### src/rtl/reset_ctrl_pkg.sv
// Shared types and defaults for the staged reset controller.
package reset_ctrl_pkg;

  localparam int STRETCH_W       = 5;
  localparam int FILT_CYCLES_DEF = 2;
  localparam int STRETCH_DEF     = 5;

  typedef enum logic [2:0] {
    ST_HOLD,
    ST_WAIT0,
    ST_WAIT1,
    ST_WAIT2,
    ST_RUN
  } rst_state_e;

  // Output pattern {rst0, rst1, rst2} asserted while in a given state.
  function automatic logic [2:0] state_outputs(input rst_state_e s);
    logic [2:0] o;
    o = 3'b111;
    case (s)
      ST_WAIT1: o = 3'b011;
      ST_WAIT2: o = 3'b001;
      ST_RUN:   o = 3'b000;
      default:  o = 3'b111;
    endcase
    return o;
  endfunction

endpackage

### src/rtl/reset_sync.sv
// Two-flop synchronizer for an asynchronous level; cleared by the block reset.
module reset_sync (
  input  logic clk,
  input  logic srst_i,
  input  logic d_i,
  output logic q_o
);

  logic [1:0] sync_q;

  always_ff @(posedge clk) begin
    if (srst_i) begin
      sync_q <= 2'b00;
    end else begin
      sync_q <= {sync_q[0], d_i};
    end
  end

  assign q_o = sync_q[1];

endmodule

### src/rtl/reset_controller_top.sv
// Reset controller: filtered primary request plus raw auxiliary request drive a
// staged release of three domain resets, each spaced STRETCH cycles apart.
module reset_controller_top
  import reset_ctrl_pkg::*;
#(
  parameter int FILT_CYCLES = FILT_CYCLES_DEF,
  parameter int STRETCH     = STRETCH_DEF
) (
  input  logic clk,
  input  logic filt_rst,
  input  logic i_rst,
  input  logic i_aux_rst,
  input  logic filt_clk,
  output logic o_rst0_sync,
  output logic o_rst1_sync,
  output logic o_rst2_sync
);

  localparam logic [3:0]           FILT_MAX     = 4'(FILT_CYCLES);
  localparam logic [STRETCH_W-1:0] STRETCH_LAST = STRETCH_W'(STRETCH - 1);

  logic rst_s;
  logic aux_s;

  reset_sync u_sync_rst (
    .clk    (clk),
    .srst_i (filt_rst),
    .d_i    (i_rst),
    .q_o    (rst_s)
  );

  reset_sync u_sync_aux (
    .clk    (clk),
    .srst_i (filt_rst),
    .d_i    (i_aux_rst),
    .q_o    (aux_s)
  );

  logic [3:0]           filt_cnt_q, filt_cnt_d;
  logic                 filt_req;
  logic                 req;
  rst_state_e           state_q, state_d;
  logic [STRETCH_W-1:0] stretch_q, stretch_d;
  logic [2:0]           rst_q, rst_d;

  // The request qualifies on the cycle the updated count reaches FILT_CYCLES,
  // so a pulse of exactly FILT_CYCLES synced-high cycles is accepted.
  always_comb begin
    filt_cnt_d = filt_cnt_q;
    if (!rst_s) begin
      filt_cnt_d = 4'd0;
    end else if (!filt_clk && (filt_cnt_q != FILT_MAX)) begin
      filt_cnt_d = filt_cnt_q + 4'd1;
    end
    filt_req = rst_s && (filt_cnt_d == FILT_MAX);
    req      = filt_req | aux_s;
  end

  always_comb begin
    state_d   = state_q;
    stretch_d = stretch_q;
    if (req) begin
      state_d   = ST_HOLD;
      stretch_d = '0;
    end else begin
      case (state_q)
        ST_HOLD: begin
          state_d   = ST_WAIT0;
          stretch_d = '0;
        end
        ST_WAIT0, ST_WAIT1, ST_WAIT2: begin
          if (stretch_q == STRETCH_LAST) begin
            stretch_d = '0;
            case (state_q)
              ST_WAIT0: state_d = ST_WAIT1;
              ST_WAIT1: state_d = ST_WAIT2;
              default:  state_d = ST_RUN;
            endcase
          end else begin
            stretch_d = stretch_q + STRETCH_W'(1);
          end
        end
        ST_RUN:  state_d = ST_RUN;
        default: begin
          state_d   = ST_HOLD;
          stretch_d = '0;
        end
      endcase
    end
    rst_d = state_outputs(state_d);
  end

  always_ff @(posedge clk) begin
    if (filt_rst) begin
      filt_cnt_q <= 4'd0;
      state_q    <= ST_WAIT0;
      stretch_q  <= '0;
      rst_q      <= 3'b111;
    end else begin
      filt_cnt_q <= filt_cnt_d;
      state_q    <= state_d;
      stretch_q  <= stretch_d;
      rst_q      <= rst_d;
    end
  end

  assign o_rst0_sync = rst_q[2];
  assign o_rst1_sync = rst_q[1];
  assign o_rst2_sync = rst_q[0];

endmodule

### config.mk
export PLATFORM = sky130hd
export DESIGN_NAME = reset_controller_top
export DESIGN_NICKNAME = d
export VERILOG_FILES = /design/src/rtl/reset_ctrl_pkg.sv /design/src/rtl/reset_sync.sv /design/src/rtl/reset_controller_top.sv
export SDC_FILE = /design/constraint.sdc
export NUM_CORES = 1
export LEC_CHECK = 0
export CAP_MARGIN = 20
export CORE_MARGIN = 2
export CORE_UTILIZATION = 53
export CTS_BUF_LIST = sky130_fd_sc_hd__clkbuf_4
export CTS_CLUSTER_DIAMETER = 80
export CTS_CLUSTER_SIZE = 40
export DETAILED_ROUTE_END_ITERATION = 10
export GPL_ROUTABILITY_DRIVEN = 0
export PLACE_DENSITY = 0.8
export REMOVE_ABC_BUFFERS = 1
export SLEW_MARGIN = 20
export SYNTH_ARGS = -nofsm -noshare
export SYNTH_HDL_FRONTEND = slang
export SYNTH_HIERARCHICAL = 1
export SYNTH_SLANG_ARGS = --single-unit
### constraint.sdc
create_clock -name clk -period 1.6 [get_ports clk]
set_input_delay 0.4 -clock clk [delete_from_list [all_inputs] [get_ports clk]]
set_output_delay 0.4 -clock clk [all_outputs]
set_load 0.05 [all_outputs]
==> flow_summary_export.csv <==
group,metric,value,unit
outcome,run_status,"finished with violations",
outcome,violations,"setup timing",
layout,final_net_count,140,
timing,worst-slew-pin-transition,0.518,ns
timing,timing.final.crit_period,1.73,ns
route,antenna_left,0,
power,total_leakage_power,0.559,nW
placed_design,dp_cells,148,
timing,finalWorstSetupSlack,-0.128,ns
floorplanning,num_rows,15,
critical_path,timing.critical_path.max_delay_family,"compound AO/OA/AOI/OAI gates",
yosys,synth.top_cells.by_count,"sky130_fd_sc_hd__dfxtp_1 (19), sky130_fd_sc_hd__a21oi_1 (8), sky130_fd_sc_hd__inv_1 (6)",
timing,worst_slew_margin_rel,65.4,%
route,first_iter_violations,15,
yosys,synth_async_sr_flop_share,0,%
critical_path,worst-setup-path-type,"reg2reg",
yosys,yosys.cell_count.top_type,"sky130_fd_sc_hd__dfxtp_1",
route,vias,888,
yosys,netlist_top_cells_area,"sky130_fd_sc_hd__dfxtp_1 (38%), sky130_fd_sc_hd__ha_1 (5.0%), sky130_fd_sc_hd__a21oi_1 (4.0%)",
placed_design,place_ws,-0.477,ns
critical_path,worst-endpoint-arrival,1.90,ns
yosys,synth_flop_cell,"sky130_fd_sc_hd__dfxtp_1",
critical_path,critPathMostFrequentCell,"sky130_fd_sc_hd__buf_4",
cts,clock_tree.root_cell,"sky130_fd_sc_hd__clkbuf_4",
cts,cts_inserted_buffers,3,
timing,setup_viol_count_final,11,
critical_path,cp-start-kind,"flip-flop",
route,drcViolationCount,0,
cts,post_cts_hold_buffer_count,0,
route,firstDrtPassIters,4,
power,switchingPower,0.222,mW
cts,h_tree_lvls,1,
timing,post-route-period-util,108,%
critical_path,path_cells,"inv_2 -> ha_4 -> nor3b_4 -> o211ai_2 -> buf_4 -> o41ai_4 -> buf_4 -> a21oi_2",
critical_path,critical_path.max_fanout,3,
grt,vias_in_the_first_global_route,871,
job,maxCapViolCount,0,
power,cell_internal_pwr,0.671,mW
grt,antenna_found_initial,0,
min_path,worst_hold_path_type,"reg2reg",
grt,grt.total_usage,24.8,%
power,power.density_cell_area,644,nW/um2
layout,stdcell_count,155,
cts,max-clock-path-buffers,2,
timing,setup_repair_after_global_routing_missed_its_margin,"true",
layout,fill_cells,117,
layout,areaGrowthSynthToFinish,38.5,%
timing,finClkSkew,0.00522,ns
layout,final_core_utilization,79.4,%
floorplanning,start_util,57.3,%
grt,grt_pass1_wl,3840,um
timing,hold_viol_final,0,
cts,cts_tree,"built",
floorplanning,core-area,1750,um2
power,fin_total_pwr,0.893,mW
timing,final-max-slew-violation-count,0,
route,routed_wire_length_per_instance,15.2,um
cts,worstSkewPairLatency,0.30,ns
layout,drive_gt1_share,41.5,%
floorplanning,die_width,47.4,um
timing,maxClockFrequency,579,MHz
power,power.share.clock,29.0,%
cts,clkTransAtPathRegs,0.10,ns
yosys,synth_seq_area_share,38.0,%
yosys,ys_warn_count,6,
yosys,synth.distinct_cells,42,
yosys,synth_area,1000,um2
yosys,synth_area_per_cell,9.80,um2
critical_path,worstPathRequired,1.77,ns
critical_path,cp-end-kind,"flip-flop",
power,netSwitchingFraction,24.8,%
critical_path,max_stage_delay,0.33,ns
timing,holdWs,0.466,ns
layout,diodes,0,
yosys,yosysTopAreaCellShare,38.0,%
critical_path,critPathBufInv,3,
yosys,synthesis_stage_register_bit_count,19,
floorplanning,top_level_ports,8,
layout,footprint_of_the_multi_input_gates,643,um2
floorplanning,fp.dieArea,2250,um2
yosys,synthesis.instances,102,
yosys,synth_edf_count,0,
critical_path,crit_path_top_delay_cell,"sky130_fd_sc_hd__dfxtp_2",
placed_design,place_hpwl,1680,um
yosys,yosysTopAreaCell,"sky130_fd_sc_hd__dfxtp_1",
power,power.share.combinational,15.4,%
power,power.share.sequential,55.7,%
cts,cts_num_sinks,19,
floorplanning,fp.dieH,47.4,um
grt,global_route.overflow_total,0,
route,via_to_cell_ratio,5.73,
placed_design,buffer_ports.inserted,7,
grt,grt_max_degree,11,
layout,sequential_cell_area,387,um2
route,finalWirelength,2360,um
power,peakVddDrop,0.490,mV
-- per-layer routing --
layer  vias up  wire (um)  track usage [%]  part of all wire [%]
met5         -          0                0                     0
met4         0         70             10.6                   3.0
met2        21       1220             43.8                    52
li1        432          -                -                     -
met1       427       1000             28.7                    43
met3         8         64             5.28                   2.7
-- flip-flops by register name, indices dropped and copies added, names as in the netlist --
| signal | flops |
|---|---|
| state_q | 3 |
| u_sync_aux/sync_q | 2 |
| filt_cnt_q | 4 |
| stretch_q | 5 |
| u_sync_rst/sync_q | 2 |
| rst_q | 3 |
-- power by group through the flow --
stage	logic, mW	registers [mW]	clock network, mW
3_5_place_dp	0.122	0.509	0
5_1_grt	0.152	0.499	0.278
2_1_floorplan	0.0582	0.512	0
4_1_cts	0.131	0.497	0.261
3_3_place_gp	0.118	0.508	0
6_report	0.137	0.497	0.258
-- cells in the final DEF, fill, tap and decap left out, types with 3 or more instances in the layout --
cell / count
sky130_fd_sc_hd__dfxtp_1: 16
sky130_fd_sc_hd__a211oi_2: 3
sky130_fd_sc_hd__buf_4: 20
sky130_fd_sc_hd__inv_1: 5
sky130_fd_sc_hd__and3_1: 3
sky130_fd_sc_hd__a21oi_1: 6
sky130_fd_sc_hd__clkbuf_4: 4
sky130_fd_sc_hd__buf_12: 3
sky130_fd_sc_hd__o211ai_1: 5
sky130_fd_sc_hd__nor3b_1: 5
sky130_fd_sc_hd__o21ai_0: 3
sky130_fd_sc_hd__nor2b_1: 5
sky130_fd_sc_hd__clkdlybuf4s50_1: 3
-- logic make-up (layout without fill, tap and decap cells) --
family,after synthesis,after routing,share of synthesized area (%)
AO/OA/AOI/OAI,33,33,25.9
XOR/XNOR,2,2,2.50
adder cells (fa/ha/maj),4,4,5.01
buffers and inverters,11,39,4.51
flip-flops,19,19,38.0
AND/OR/NAND/NOR,33,33,24.0
-- worst register-to-register path, cell delays in order, from the launching register on --
cell                       delay [ns]
sky130_fd_sc_hd__dfxtp_2         0.33
sky130_fd_sc_hd__inv_2           0.06
sky130_fd_sc_hd__ha_4            0.13
sky130_fd_sc_hd__nor3b_4         0.24
sky130_fd_sc_hd__o211ai_2        0.12
sky130_fd_sc_hd__buf_4           0.16
sky130_fd_sc_hd__o41ai_4         0.28
sky130_fd_sc_hd__buf_4           0.21
sky130_fd_sc_hd__a21oi_2         0.07
-- worst paths after layout --
kind	from	slack [ns]	depth (start not counted)	to
max	filt_cnt_q[0]$_SDFF_PP0_	-0.13	8	stretch_q[3]$_SDFFE_PP0P_
min	u_sync_rst/sync_q[0]$_SDFF_PP0_	0.47	1	u_sync_rst/sync_q[1]$_SDFF_PP0_
max reg2reg	filt_cnt_q[0]$_SDFF_PP0_	-0.13	8	stretch_q[3]$_SDFFE_PP0P_
min reg2reg	u_sync_rst/sync_q[0]$_SDFF_PP0_	0.47	1	u_sync_rst/sync_q[1]$_SDFF_PP0_
-- area by class of cell --
class	instances	share of cell area, %
clock buffers	4	2.17
inverters	6	1.63
multi-input cells	72	46.4
flip-flops and latches	19	27.9
well taps	25	2.26
repair buffers	29	19.6
-- stage by stage --
stage	TNS [ns]	cell area (um2)
2_1_floorplan	-0.163	977
3_3_place_gp	-4.81	1250
3_5_place_dp	-5.27	1250
4_1_cts	-0.593	1370
5_1_grt	-1.59	1390
6_report	-0.979	1390
-- timing repair --
item | CTS | global route
endpoints found under the setup margin | 11 | 11
pin swaps | 7 | 5
resized for setup | 19 | 4
setup buffers | 3 | 0
No activity file was read; power rests on OpenSTA's default activity.
==> RTL change 1: new RTL, config.mk and constraints unchanged <==
Set the package constant `STRETCH_W` to 7 (it was 5).
--- a/src/rtl/reset_ctrl_pkg.sv
+++ b/src/rtl/reset_ctrl_pkg.sv
@@ -2,5 +2,5 @@
 package reset_ctrl_pkg;
 
-  localparam int STRETCH_W       = 5;
+  localparam int STRETCH_W       = 7;
   localparam int FILT_CYCLES_DEF = 2;
   localparam int STRETCH_DEF     = 5;
Formal check against the unedited RTL: same outputs for any inputs over 10 cycles, from zero or initial values and one cycle with filt_rst high; that may be too few to reach the edited logic, so the function may still have changed.
==> RTL change 1 against the original RTL <==
The run still ends with negative setup slack left. Global-route usage fell by 4.1 points. Via count down 3.8%. Cell area decreased by 6.0%. Sequential power up 10%. Sequential share of layout area increased by 4.6 points. Count of clock-buffer cells in the layout shrank 1. Non-clock buffer count decreased by 5. Wire length fell by 13%. Critical endpoint is now stretch_q[4]. Setup slack worse by 0.15 ns. Hold slack got worse by 0.017 ns. Area after synthesis down 1.3%. Sequential cell count is 2 higher. Total power increased by 4.2%.
==> RTL change 1: results (changes against the original RTL) <==
metric;value;unit;change
status;finished with violations;;unchanged
violations;negative setup slack;;unchanged
grt_max_degree;13;;was 11
min_to;u_sync_aux/sync_q[1];;was u_sync_rst/sync_q[1]
ys_seq_elements;21;;was 19
largestRegisters;stretch_q (7), filt_cnt_q (4);;was stretch_q (5), filt_cnt_q (4)
clk_pin_slew;0.12;ns;was 0.10 ns
dp_cells;145;;was 148
synth-adder-area-share;0.05070;;was 0.05006
setup_slack;-0.2784;ns;was -0.1276 ns
synth_compound_area_frac;0.2091;;was 0.2591
syn_area_per_cell;9.774;um^2;was 9.801 um^2
grt_usage;0.2071;;was 0.2477
drtIter0Drc;17;;was 15
clk_share;0.02113;;was 0.02168
synthTopCellsByArea;dfxtp_1, ha_1, a311oi_2, nor2b_1, nor2_1;;was dfxtp_1, ha_1, a21oi_1, nor3b_1, o211ai_1
synth.distinct_cells;33;;was 42
worstHoldStart;u_sync_aux/sync_q[0];;was u_sync_rst/sync_q[0]
synth.top_cells.by_count;dfxtp_1, nor2_1, inv_1, nand2_1, nor2b_1;;was dfxtp_1, a21oi_1, inv_1
leakage;0.5537;nW;was 0.5585 nW
ir_drop;0.6159;mV;was 0.4903 mV
setup.worst_path.end;stretch_q[4];;was stretch_q[3]
fin_setup_tns;-2.900;ns;was -0.9793 ns
yosysSeqAreaShare;0.4259;;was 0.3805
setup_violations;12;;was 11
drive_gt1_frac;0.3150;;was 0.4154
synth-xor-area-share;0.01774;;was 0.02503
n_all_buffers;24;;was 29
buffer_area_frac;0.1835;;was 0.1960
r2r_cells;7;;was 8
muxShareOfSynthArea;0.01014;;was 0
place_ws;-0.6640;ns;was -0.4771 ns
fin_skew;0.002760;ns;was 0.005219 ns
vias;854;;was 888
clkbuf_count;3;;was 4
## RTL change 1: cell count changes after synthesis, moves of 4 or more
cell and change:
nor3b_1 -5, nor2_1 +5, o211ai_1 -5, nand2_1 +4
## RTL change 1: power breakdown
group          internal, W  switching (W)  leakage [nW]
clock            0.0000934       0.000165        0.0177
combinational    0.0000641      0.0000606         0.364
sequential        0.000538     0.00000947         0.172
## RTL change 1: metal layers
metal,GRT usage,wire length [um],up-vias
li1,-,-,420
met1,0.2706,975,421
met2,0.3479,992,8
met3,0.02308,34,5
met4,0.08333,36,0
met5,0,0,-
## RTL change 1: what timing repair did
action | CTS | global route
pin swaps | 2 | 0
endpoints found under the setup margin | 13 | 13
buffers inserted | 2 | 1
endpoints found under the hold margin | 0 | 0
resized for setup | 5 | 4
## RTL change 1: worst reg2reg max path: stages (launching register included)
cell	delay (ns)
dfxtp_1	0.34
inv_1	0.04
ha_1	0.20
nor3b_4	0.17
o311a_1	0.33
a311o_1	0.36
buf_12	0.16
a311oi_2	0.18
==> RTL change 2: new RTL, same settings <==
Made on the original files. The 5 states of `rst_state_e` get a one-hot encoding in 5 bits.
--- a/src/rtl/reset_ctrl_pkg.sv
+++ b/src/rtl/reset_ctrl_pkg.sv
@@ -6,10 +6,10 @@
   localparam int STRETCH_DEF     = 5;
 
-  typedef enum logic [2:0] {
-    ST_HOLD,
-    ST_WAIT0,
-    ST_WAIT1,
-    ST_WAIT2,
-    ST_RUN
+  typedef enum logic [4:0] {
+    ST_HOLD  = 5'b00001,
+    ST_WAIT0 = 5'b00010,
+    ST_WAIT1 = 5'b00100,
+    ST_WAIT2 = 5'b01000,
+    ST_RUN   = 5'b10000
   } rst_state_e;
 
Check against the original RTL: same outputs for any inputs over 10 cycles, from zero or initial values and one cycle with filt_rst high; not proved beyond that.
==> RTL change 2 against the original RTL <==
The run still ends with negative setup slack left. Setup slack lost 0.099 ns. Sequential cell count grew 2. Wire length shrank 2.2%. First-iteration DRC count grew 27%. Cell area grew 0.18%. Total power grew 19%. Critical path depth shrank 1. Area after synthesis grew 6.1%. Critical path type unchanged.
==> RTL change 2: results (changes against the original RTL) <==
metric;value;unit;change
dp_cells;160;;was 148
final_nets;152;;was 140
r2r_cells;7;;was 8
place_hpwl;1541;um;was 1680 um
muxShareOfSynthArea;0.009434;;was 0
viasPerCell;5.669;;was 5.729
setup_slack;-0.2271;ns;was -0.1276 ns
synth-xor-area-share;0.02476;;was 0.02503
drtPass1Iterations;4;;unchanged
async_reset_ff_frac;0;;unchanged
place_ws;-0.6616;ns;was -0.4771 ns
yosysSeqAreaShare;0.3962;;was 0.3805
rr_endpoint;rst_q[0];;was stretch_q[3]
grt_pass1_wl;4071;um;was 3836 um
wl_per_cell;13.63;um;was 15.20 um
synth.top_cells.by_count;dfxtp_1, nor2_1, nor2b_1;;was dfxtp_1, a21oi_1, inv_1
setup_violations;12;;was 11
min_to;u_sync_rst/sync_q[1];;unchanged
synth_top_family_by_area;simple AND/OR/NAND/NOR gates;;was compound AO/OA/AOI/OAI gates
synth.most_common_cell;dfxtp_1;;unchanged
path_max_fanout;3;;unchanged
fin_cells;169;;was 155
grt_pass1_vias;923;;was 871
synth_compound_area_frac;0.1439;;was 0.2591
largestRegisters;state_q (5), stretch_q (5), filt_cnt_q (4);;was stretch_q (5), filt_cnt_q (4)
synthTopCellsByArea;dfxtp_1, nor2b_1, ha_1, nor2_1, a21oi_1;;was dfxtp_1, ha_1, a21oi_1, nor3b_1, o211ai_1
worstHoldPathCells;1;;unchanged
crit_arrival;2.02;ns;was 1.90 ns
synth-adder-area-share;0.04717;;was 0.05006
grt_usage;0.2176;;was 0.2477
ir_drop;0.7049;mV;was 0.4903 mV
fin_skew;0.007436;ns;was 0.005219 ns
nFillCells;150;;was 117
timing.slew.headroom;0.7035;;was 0.6543
status;finished with violations;;unchanged
place_area;0.001251;mm^2;unchanged
numCtsBuffers;3;;unchanged
grt_max_degree;12;;was 11
leakage;0.5498;nW;was 0.5585 nW
postSynthCellCount;120;;was 102
drtIter0Drc;19;;was 15
ff2ff_setup_slack;-0.23;ns;was -0.13 ns
antenna_found_initial;0;;unchanged
drive_gt1_frac;0.3099;;was 0.4154
violations;negative setup slack;;unchanged
num_antenna_cells;0;;unchanged
ctsRootBufferMaster;clkbuf_4;;unchanged
## RTL change 2: cell types whose count changed after synthesis, moves of 4 or more
cell      before  now
nor2_1         3   13
nand3_1        1    5
nor2b_1        5    9
nor3b_1        5    1
o211ai_1       5    1
## RTL change 2: critical path, stage by stage, from the launching register on
cell	delay, ns
dfxtp_2	0.35
inv_2	0.05
ha_4	0.15
nor3b_4	0.14
o211ai_1	0.20
o41ai_2	0.13
a311o_1	0.33
or3_1	0.36
## RTL change 2: kinds of logic after synthesis
group	Yosys count
AO/OA/AOI/OAI	22
XOR/XNOR	3
adder cells (fa/ha/maj)	4
buffers and inverters	12
flip-flops	21
multiplexers	1
AND/OR/NAND/NOR	57
## RTL change 2: worst max path at each step
| stage | startpoint | to | slack [ns] | cells past startpoint |
|---|---|---|---|---|
| final | filt_cnt_q[0] | rst_q[0] | -0.23 | 7 |
| after global routing | filt_cnt_q[0] | rst_q[0] | -0.31 | 7 |
| after floorplan | filt_cnt_q[0] | rst_q[0] | -0.32 | 7 |
| after global placement | filt_clk | state_q[3] | -0.59 | 7 |
| after CTS | filt_cnt_q[0] | rst_q[0] | -0.23 | 7 |
| after detailed placement | filt_clk | state_q[3] | -0.66 | 7 |
## RTL change 2: timing repair
action / in CTS / in global routing
gates cloned: 1 / 0
endpoints found under the setup margin: 13 / 13
hold buffers: 0 / 0
pin swaps: 7 / 3
buffers inserted: 4 / 0
resized for setup: 17 / 4
## RTL change 2: through the flow
step           TNS (ns)  power (W)  utilization  hold WS [ns]
2_1_floorplan    -2.216  0.0007119            -        0.4138
3_3_place_gp     -5.966  0.0007714       0.6510        0.4167
3_5_place_dp     -6.779  0.0007833       0.6510        0.4253
4_1_cts          -1.632   0.001062       0.7168        0.4530
5_1_grt          -2.758   0.001123       0.7220        0.4730
6_report         -1.747   0.001066       0.7220        0.4499
## RTL change 2: layout make-up
class                      instances  area (um^2)  area share
clock buffer                       4        30.03     0.02164
inverter                           5        18.77     0.01353
multi-input combinational         87        636.9      0.4590
sequential                        21        429.2      0.3093
tap                               27        33.78     0.02435
timing repair buffer              25        239.0      0.1722
## RTL change 2: layer usage
metal | share of wire | vias up | track usage
li1 | - | 476 | -
met1 | 0.42 | 453 | 0.2702
met2 | 0.52 | 22 | 0.3790
met3 | 0.038 | 7 | 0.04012
met4 | 0.019 | 0 | 0.07143
met5 | 0 | - | 0
## RTL change 2: power breakdown
part	internal, W	total [W]	switching (W)
Clock	0.000114	0.000273	0.000158
Combinational	0.000110	0.000212	0.000101
Sequential	0.000549	0.000581	0.0000325
